## config.mk

```make
export PLATFORM = sky130hd
export DESIGN_NAME = ret_stack_flat
export DESIGN_NICKNAME = d
export VERILOG_FILES = /design/src/rtl/ret_stack_pkg.sv /design/src/rtl/ret_stack_if.sv /design/src/rtl/ret_stack_mem.sv /design/src/rtl/ret_stack.sv /design/src/flat_wrapper.sv
export SDC_FILE = /design/constraint.sdc
export NUM_CORES = 1
export LEC_CHECK = 0
export BUFFER_PORTS_ARGS = -buffer_cell sky130_fd_sc_hd__buf_2
export CORE_ASPECT_RATIO = 0.9
export CORE_UTILIZATION = 35
export CTS_CLUSTER_DIAMETER = 100
export DETAILED_ROUTE_END_ITERATION = 6
export PLACE_DENSITY = 0.61
export SETUP_SLACK_MARGIN = 0.4
export SYNTH_ARGS = -nofsm -noshare
export SYNTH_HDL_FRONTEND = slang
export SYNTH_SLANG_ARGS = --single-unit
```

## constraint.sdc

```tcl
create_clock -name clk -period 2.9 [get_ports clk]
set_input_delay 0.435 -clock clk [delete_from_list [all_inputs] [get_ports clk]]
set_output_delay 0.435 -clock clk [all_outputs]
set_load 0.05 [all_outputs]
```

## src/rtl/ret_stack_pkg.sv

```systemverilog
// ret_stack_pkg: shared defaults and pointer-width helper for the return-address stack.
`default_nettype none

package ret_stack_pkg;

   localparam int DEF_WIDTH = 10;
   localparam int DEF_DEPTH = 8;

   function automatic int ptr_w(input int depth);
      return (depth > 1) ? $clog2(depth) : 1;
   endfunction

endpackage

`default_nettype wire

```

## src/rtl/ret_stack_if.sv

```systemverilog
// ret_stack_if: control-unit <-> return-stack bus; master drives requests, slave reports state.
`default_nettype none

interface ret_stack_if
   import ret_stack_pkg::*;
#(
   parameter int WIDTH = DEF_WIDTH,
   parameter int DEPTH = DEF_DEPTH
);
   localparam int CW = ptr_w(DEPTH) + 1;

   logic             push;
   logic             pop;
   logic [WIDTH-1:0] data_in;
   logic [WIDTH-1:0] data_out;
   logic [CW-1:0]    count;
   logic             empty;
   logic             full;
   logic             err_ovf;
   logic             err_unf;

   modport master (
      output push, pop, data_in,
      input  data_out, count, empty, full, err_ovf, err_unf
   );

   modport slave (
      input  push, pop, data_in,
      output data_out, count, empty, full, err_ovf, err_unf
   );

endinterface

`default_nettype wire

```

## src/rtl/ret_stack_mem.sv

```systemverilog
// ret_stack_mem: unreset register array, one synchronous write port and one asynchronous read port.
`default_nettype none

module ret_stack_mem
   import ret_stack_pkg::*;
#(
   parameter int WIDTH = DEF_WIDTH,
   parameter int DEPTH = DEF_DEPTH,
   parameter int AW    = ptr_w(DEPTH)
) (
   input  logic             clk,
   input  logic             we_i,
   input  logic [AW-1:0]    waddr_i,
   input  logic [WIDTH-1:0] wdata_i,
   input  logic [AW-1:0]    raddr_i,
   output logic [WIDTH-1:0] rdata_o
);

   logic [WIDTH-1:0] mem_q [DEPTH];

   always_ff @(posedge clk) begin
      if (we_i) begin
         mem_q[waddr_i] <= wdata_i;
      end
   end

   assign rdata_o = mem_q[raddr_i];

endmodule

`default_nettype wire

```

## src/rtl/ret_stack.sv

```systemverilog
// ret_stack: LIFO return-address stack with stack pointer == count and combinational top-of-stack.
// Sticky overflow/underflow flags exist only when RET_STACK_ERR_EN is defined.
`default_nettype none

module ret_stack
   import ret_stack_pkg::*;
#(
   parameter int WIDTH = DEF_WIDTH,
   parameter int DEPTH = DEF_DEPTH
) (
   input  logic          clk,
   input  logic          reset,
   ret_stack_if.slave    bus
);

   localparam int             AW     = ptr_w(DEPTH);
   localparam int             CW     = AW + 1;
   localparam logic [CW-1:0]  C_FULL = CW'(DEPTH);

   logic [CW-1:0]    count_q, count_d;
   logic             empty, full, we;
   logic [AW-1:0]    waddr, top_addr;
   logic [WIDTH-1:0] rdata;

   assign empty    = (count_q == '0);
   assign full     = (count_q == C_FULL);
   // Wraps to DEPTH-1 when full, which is exactly the top slot.
   assign top_addr = count_q[AW-1:0] - AW'(1);

   always_comb begin
      we      = 1'b0;
      waddr   = count_q[AW-1:0];
      count_d = count_q;
      unique case ({bus.push, bus.pop})
         2'b10: begin
            if (!full) begin
               we      = 1'b1;
               count_d = count_q + CW'(1);
            end
         end
         2'b01: begin
            if (!empty) begin
               count_d = count_q - CW'(1);
            end
         end
         2'b11: begin
            we = 1'b1;
            if (empty) begin
               count_d = count_q + CW'(1);
            end else begin
               waddr = top_addr;
            end
         end
         default: ;
      endcase
   end

   always_ff @(posedge clk or negedge reset) begin
      if (!reset) begin
         count_q <= '0;
      end else begin
         count_q <= count_d;
      end
   end

   ret_stack_mem #(
      .WIDTH (WIDTH),
      .DEPTH (DEPTH),
      .AW    (AW)
   ) u_mem (
      .clk     (clk),
      .we_i    (we),
      .waddr_i (waddr),
      .wdata_i (bus.data_in),
      .raddr_i (top_addr),
      .rdata_o (rdata)
   );

   assign bus.data_out = empty ? '0 : rdata;
   assign bus.count    = count_q;
   assign bus.empty    = empty;
   assign bus.full     = full;

`ifdef RET_STACK_ERR_EN
   logic err_ovf_q, err_unf_q;

   // Any pop against an empty stack is an underflow, with or without a push.
   always_ff @(posedge clk or negedge reset) begin
      if (!reset) begin
         err_ovf_q <= 1'b0;
         err_unf_q <= 1'b0;
      end else begin
         if (bus.push && !bus.pop && full) err_ovf_q <= 1'b1;
         if (bus.pop && empty)             err_unf_q <= 1'b1;
      end
   end

   assign bus.err_ovf = err_ovf_q;
   assign bus.err_unf = err_unf_q;
`else
   assign bus.err_ovf = 1'b0;
   assign bus.err_unf = 1'b0;
`endif

endmodule

`default_nettype wire

```

## src/flat_wrapper.sv

```systemverilog
// flat-port wrapper written by rule: the top's interface ports become plain ports
module ret_stack_flat import ret_stack_pkg::*;
#(
   parameter int WIDTH = DEF_WIDTH,
   parameter int DEPTH = DEF_DEPTH
)
  (clk, reset, bus_push, bus_pop, bus_data_in, bus_data_out, bus_count, bus_empty, bus_full, bus_err_ovf, bus_err_unf);
  ret_stack_if #(.WIDTH(WIDTH), .DEPTH(DEPTH)) bus_i ();
  input  logic clk;
  input  logic reset;
  input wire logic [$bits(bus_i.push)-1:0] bus_push;
  input wire logic [$bits(bus_i.pop)-1:0] bus_pop;
  input wire logic [$bits(bus_i.data_in)-1:0] bus_data_in;
  output wire logic [$bits(bus_i.data_out)-1:0] bus_data_out;
  output wire logic [$bits(bus_i.count)-1:0] bus_count;
  output wire logic [$bits(bus_i.empty)-1:0] bus_empty;
  output wire logic [$bits(bus_i.full)-1:0] bus_full;
  output wire logic [$bits(bus_i.err_ovf)-1:0] bus_err_ovf;
  output wire logic [$bits(bus_i.err_unf)-1:0] bus_err_unf;
  assign bus_i.push = bus_push;
  assign bus_i.pop = bus_pop;
  assign bus_i.data_in = bus_data_in;
  assign bus_data_out = bus_i.data_out;
  assign bus_count = bus_i.count;
  assign bus_empty = bus_i.empty;
  assign bus_full = bus_i.full;
  assign bus_err_ovf = bus_i.err_ovf;
  assign bus_err_unf = bus_i.err_unf;
  ret_stack #(.WIDTH(WIDTH), .DEPTH(DEPTH)) u_core (.clk(clk), .reset(reset), .bus(bus_i));
endmodule
```

==> results of run 1 <==
## worst max path at each step
stage	from	end	slack, ns
floorplan	u_core.bus.count[0]$_DFFE_PN0P_	bus_data_out[0]	0.15
global placement	u_core.bus.count[1]$_DFFE_PN0P_	bus_data_out[8]	0.25
detailed placement	u_core.bus.count[1]$_DFFE_PN0P_	bus_data_out[7]	0.19
CTS	u_core.bus.count[0]$_DFFE_PN0P_	bus_data_out[8]	0.29
global route	u_core.bus.count[0]$_DFFE_PN0P_	bus_data_out[5]	0.24
finish	u_core.bus.count[0]$_DFFE_PN0P_	bus_data_out[7]	0.32
## critical path, cell delays in order (launching register included)
cell and delay, ns:
dfrtp_2 0.39, inv_6 0.04, ha_4 0.18, xnor2_4 0.15, buf_12 0.15, buf_4 0.17, nand2_8 0.10, o22ai_2 0.11
nor4_4 0.32, buf_6 0.20
## layout by cell type (no fill, tap or decap), types with 5 or more instances in the layout
cell | Yosys | routed
a2111oi_4 | 0 | 6
a211oi_2 | 1 | 10
buf_12 | 0 | 5
buf_2 | 11 | 18
buf_4 | 3 | 28
buf_6 | 2 | 13
clkbuf_16 | 0 | 9
edfxtp_1 | 80 | 80
mux2_2 | 20 | 18
nor2b_1 | 20 | 16
nor2b_2 | 1 | 5
nor4_4 | 0 | 10
o22ai_2 | 0 | 8
## synth_stat cells (3+ instances only)
cell type	n
buf_4	3
dfrtp_1	4
a2111oi_1	8
xor2_1	3
buf_2	11
xnor2_1	3
nor2b_1	20
nor2_1	12
nor4_1	8
nand2_1	4
o21ai_0	4
a211oi_1	10
mux2_2	20
nor3_1	4
edfxtp_1	80
o22ai_1	10
nor3b_1	3
## routing by layer
| metal | global-route usage, % | vias up | wire, um |
|---|---|---|---|
| met5 | 0 | - | 0 |
| met4 | 5.538 | 0 | 136 |
| met3 | 4.327 | 14 | 242 |
| met2 | 26.71 | 45 | 3954 |
| met1 | 21.67 | 1138 | 4088 |
| li1 | - | 1075 | - |
## cell type report
type	instances	share of cell area (%)
Sequential cell	84	48.89
Multi-Input combinational cell	142	31.21
Clock inverter	4	0.5128
Inverter	3	0.3175
Clock buffer	12	4.615
Tap cell	129	3.150
Timing Repair Buffer	67	11.31
## repair_timing
item                                    CTS  global route
gates resized for setup                  50            22
endpoints found under the setup margin   21            41
cloned                                    2             0
endpoints found under the hold margin     4             0
hold buffers                              1             0
pin swaps                                11             4
setup buffers                            16             2
## state kept, by name, indices dropped and copies added (netlist names)
register,count
u_core.u_mem.mem_q,80
u_core.bus.count,4
## logic make-up (layout without fill, tap and decap cells)
group,after synthesis,count (layout),synth area share [%]
xor gates and xnor gates,7,7,1.855
DFF,84,84,67.45
AOI/OAI and AO/OA,41,41,8.870
adders and majority gates,2,2,0.6744
buffers and inverters,22,86,3.339
other,1,2,0.1011
muxes,23,23,7.015
and+or+nand+nor,65,67,10.69
## through the flow
stage / instances / util [%] / setup WS [ns] / instance area [um^2]
2_1_floorplan: 246 / - / 0.1474 / 3981
3_3_place_gp: 404 / 41.53 / 0.2493 / 4274
3_5_place_dp: 404 / 41.53 / 0.1898 / 4274
4_1_cts: 439 / 48.36 / 0.2864 / 4977
5_1_grt: 441 / 49.79 / 0.2378 / 5124
6_report: 441 / 49.79 / 0.3209 / 5124
==> results.yml, run 1 <==
timing:
  post-route-min-period_ns: 2.579
  hold_violations: 0
  period_share_pct: 88.93
  setup_tns_ns: 0
  slew_headroom_pct: 62.09
  grt_setup_unrepaired: "yes"
  tightest_slew_ns: 0.5627
  finClkSkew_ns: 0.005153
  holdWs_ns: 0.3780
  setup_violations: 0
  fmax_mhz: 387.7
  slew_violations: 0
synth:
  yosys.area.top_type: "edfxtp_1"
  synth_area_leaders: "edfxtp_1 65%, mux2_2 6.1%, nor2b_1 3.4%"
  yosys_warnings: 0
  synth_edf_count: 80
  synth_top_cell_area_share_pct: 64.76
  synth.distinct_cells: 46
  synth_seq_area_share_pct: 67.45
  netlist_area_um2: 3710
  avgSynthCellArea_um2: 15.14
  async_flop_share_pct: 4.762
  synth-main-ff-cell: "edfxtp_1"
  ys_ff_latch: 84
  postSynthCellCount: 245
final_layout:
  diodes: 0
  multi_input_comb_area_um2: 1599
  final-seq-area_um2: 2505
  synthToLayoutAreaGrowth_pct: 38.11
  nets: 323
  num-fill-cells: 835
  layout-drive-gt1-share_pct: 53.21
place:
  io_buffers: 29
  globalplace.congestion: 0.7059
  dp_hpwl_mm: 4.824
floorplan:
  die_area_um2: 11020
  core_um2: 10290
  start_util_pct: 36.05
  die_width_um: 110.5
  io_pins: 32
  die_height_um: 99.67
  rows: 35
flow_run:
  maxCapViolations: 0
detailed_routing:
  finalWirelength_mm: 8.421
  ant_nets: 0
  wire_per_inst_um: 19.10
  drcViolationCount: 0
  drtIter0Drc: 79
  viasPerCell: 5.152
  firstDrtPassIters: 4
  num_vias: 2272
grt:
  overflow: 0
  grt_max_degree: 32
  antenna_found_initial: 0
  grt_pass1_wl_mm: 13.48
  track_usage_pct: 16.51
  first_global_vias: 2418
cts:
  clk_pin_slew_ns: 0.06
  cts.sinks: 84
  clockRootBuffer: "clkbuf_16"
  cts.path.max_buffers: 2
  cts_buffers: 9
  clock_latency_ns: 0.33
  h-tree-depth: 3
  cts_tree: "done"
hold_path:
  worstHoldPathCells: 1
  hold_path_end: "u_core.u_mem.mem_q[4][4]$_DFFE_PP_"
  min_path_type: "in -> reg"
  holdCritStartpoint: "bus_data_in[4]"
setup_path:
  r2r_cells: 7
  start_kind: "flip-flop"
  critical_path.max_fanout: 7
  required_ns: 2.47
  reg2reg_to: "u_core.u_mem.mem_q[6][9]$_DFFE_PP_"
  r2r_slack_ns: 0.58
  r2r_start: "u_core.bus.count[0]$_DFFE_PN0P_"
  worst_setup_path_end_kind: "primary output"
  critPathKind: "reg -> out"
  cp.arrival_ns: 2.14
outcome:
  status: "completed"
Power of run 1 is not shown: default switching activity piles up to over one toggle a cycle in this logic, so the estimate is an artifact.
==> run 2, diff against run 1 <==
Settings changed: CAP_MARGIN set to 20, CELL_PAD_IN_SITES_DETAIL_PLACEMENT set to 1, CELL_PAD_IN_SITES_GLOBAL_PLACEMENT set to 1, PLACE_DENSITY 0.61 to 0.68.
==> results.yml, run 2 (synthesis results as in run 1) <==
outcome:
  status: "completed"
place:
  placed_area_um2: 4267
  dp_hpwl_mm: 5.268
  io_buffers: 29
  globalplace.congestion: 0.6879
grt:
  track_usage_pct: 17.68
  overflow: 0
  grt_max_degree: 32
  first_global_vias: 2474
  grt_pass1_wl_mm: 14.14
  antenna_found_initial: 0
setup_path:
  critPathKind: "reg -> out"
  worst_setup_path_end_kind: "primary output"
  r2r_cells: 7
  cp_slowest_stage_delay_ns: 0.42
  critPathTopFamily: "buffers and inverters"
  cp-startpoint: "u_core.bus.count[1]$_DFFE_PN0P_"
  critical_path.max_fanout: 16
  required_ns: 2.47
  start_kind: "flip-flop"
  cp.depth: 8
  crit_slowest_cell: "dfrtp_2"
  r2r_start: "u_core.bus.count[1]$_DFFE_PN0P_"
  worstPathCellList: "inv_2, ha_4, buf_12, nor2b_2, a2111oi_4, buf_4, nor4_4, buf_6"
  crit_buf_inv: 4
  cp.arrival_ns: 2.20
floorplan:
  start_util_pct: 36.05
  core_um2: 10290
  die_width_um: 110.5
  die_area_um2: 11020
  rows: 35
  io_pins: 32
  die_height_um: 99.67
timing:
  tightest_slew_ns: 0.6037
  setup_violations: 0
  fmax_mhz: 379.2
  post-route-min-period_ns: 2.637
  setup_tns_ns: 0
  slew_headroom_pct: 59.65
  hold_violations: 0
  slew_violations: 0
  grt_setup_unrepaired: "yes"
  period_share_pct: 90.93
  finClkSkew_ns: 0.005760
final_layout:
  diodes: 0
  largest_reg_flops: 80
  nets: 319
  num-fill-cells: 960
  post-route-util_pct: 49.48
  layout_common_cells: "80 x edfxtp_1, 27 x buf_4, 18 x mux2_2, 18 x buf_2, 17 x nor2b_1"
  final_area_um2: 5092
  synthToLayoutAreaGrowth_pct: 37.27
  top_register: "u_core.u_mem.mem_q"
  layout-drive-gt1-share_pct: 52.60
  layout_commonest_cell: "edfxtp_1"
cts:
  cts_buffers: 9
  h-tree-depth: 3
  cts.sinks: 84
  cts.path.max_buffers: 2
  clk_pin_slew_ns: 0.06
  clock_latency_ns: 0.34
  clockRootBuffer: "clkbuf_16"
  cts_tree: "done"
detailed_routing:
  viasPerCell: 5.300
  num_vias: 2316
  drtIter0Drc: 63
  firstDrtPassIters: 4
  drcViolationCount: 0
  ant_nets: 0
  wire_per_inst_um: 21.02
  finalWirelength_mm: 9.186
hold_path:
  min_path_type: "in -> reg"
  holdCritStartpoint: "bus_data_in[3]"
  worstHoldPathCells: 1
flow_run:
  maxCapViolations: 0
-- run 2: path summary, 6_finish.rpt --
kind                       slack, ns                            endpoint
setup / recovery                0.26                     bus_data_out[4]
hold / removal                  0.37  u_core.u_mem.mem_q[3][3]$_DFFE_PP_
hold reg to reg                 0.68     u_core.bus.count[3]$_DFFE_PN0P_
min in group asynchronous       0.42     u_core.bus.count[2]$_DFFE_PN0P_
max in group asynchronous       2.35     u_core.bus.count[0]$_DFFE_PN0P_
setup reg to reg                0.48  u_core.u_mem.mem_q[3][1]$_DFFE_PP_
-- run 2: worst reg2reg max path, cell delays in order, from the launching register on --
cell and delay, ns:
dfrtp_2 0.42, inv_2 0.10, ha_4 0.17, buf_4 0.16
nor3b_4 0.28, o21ai_0 0.21, o31a_1 0.27, nor2_4 0.45
-- run 2: area by class of cell --
cell class	instances	area (um^2)	area share (%)
Timing Repair Buffer	64	536.8	10.54
Sequential cell	84	2505	49.19
Tap cell	129	161.4	3.170
Clock buffer	9	225.2	4.423
Inverter	3	16.27	0.3194
Clock inverter	7	100.1	1.966
Multi-Input combinational cell	141	1548	30.39
-- run 2: repair_timing --
item / CTS / global route
resized for setup: 50 / 15
pin swaps: 7 / 6
gates cloned: 1 / 0
hold buffers: 1 / 0
endpoints found under the setup margin: 21 / 41
hold endpoints to repair: 4 / 0
buffers inserted: 11 / 5
-- run 2: stage by stage --
stage                     std cells  worst slack, ns  hold slack (ns)
after floorplan                 246           0.1474           0.1394
after global placement          403           0.2190           0.2471
after detailed placement        403          0.05865           0.2452
after CTS                       432           0.2690           0.3635
after global routing            437           0.1889           0.3738
final                           437           0.2630           0.3660
-- run 2: per-layer routing --
metal	GRT usage, %	wire length, um	share of wire, %
met3	3.900	301	3.3
met5	0	0	0
met1	22.50	4131	45
met2	30.10	4662	51
met4	5.846	90	0.98
Power of run 2 is left out for the same reason.
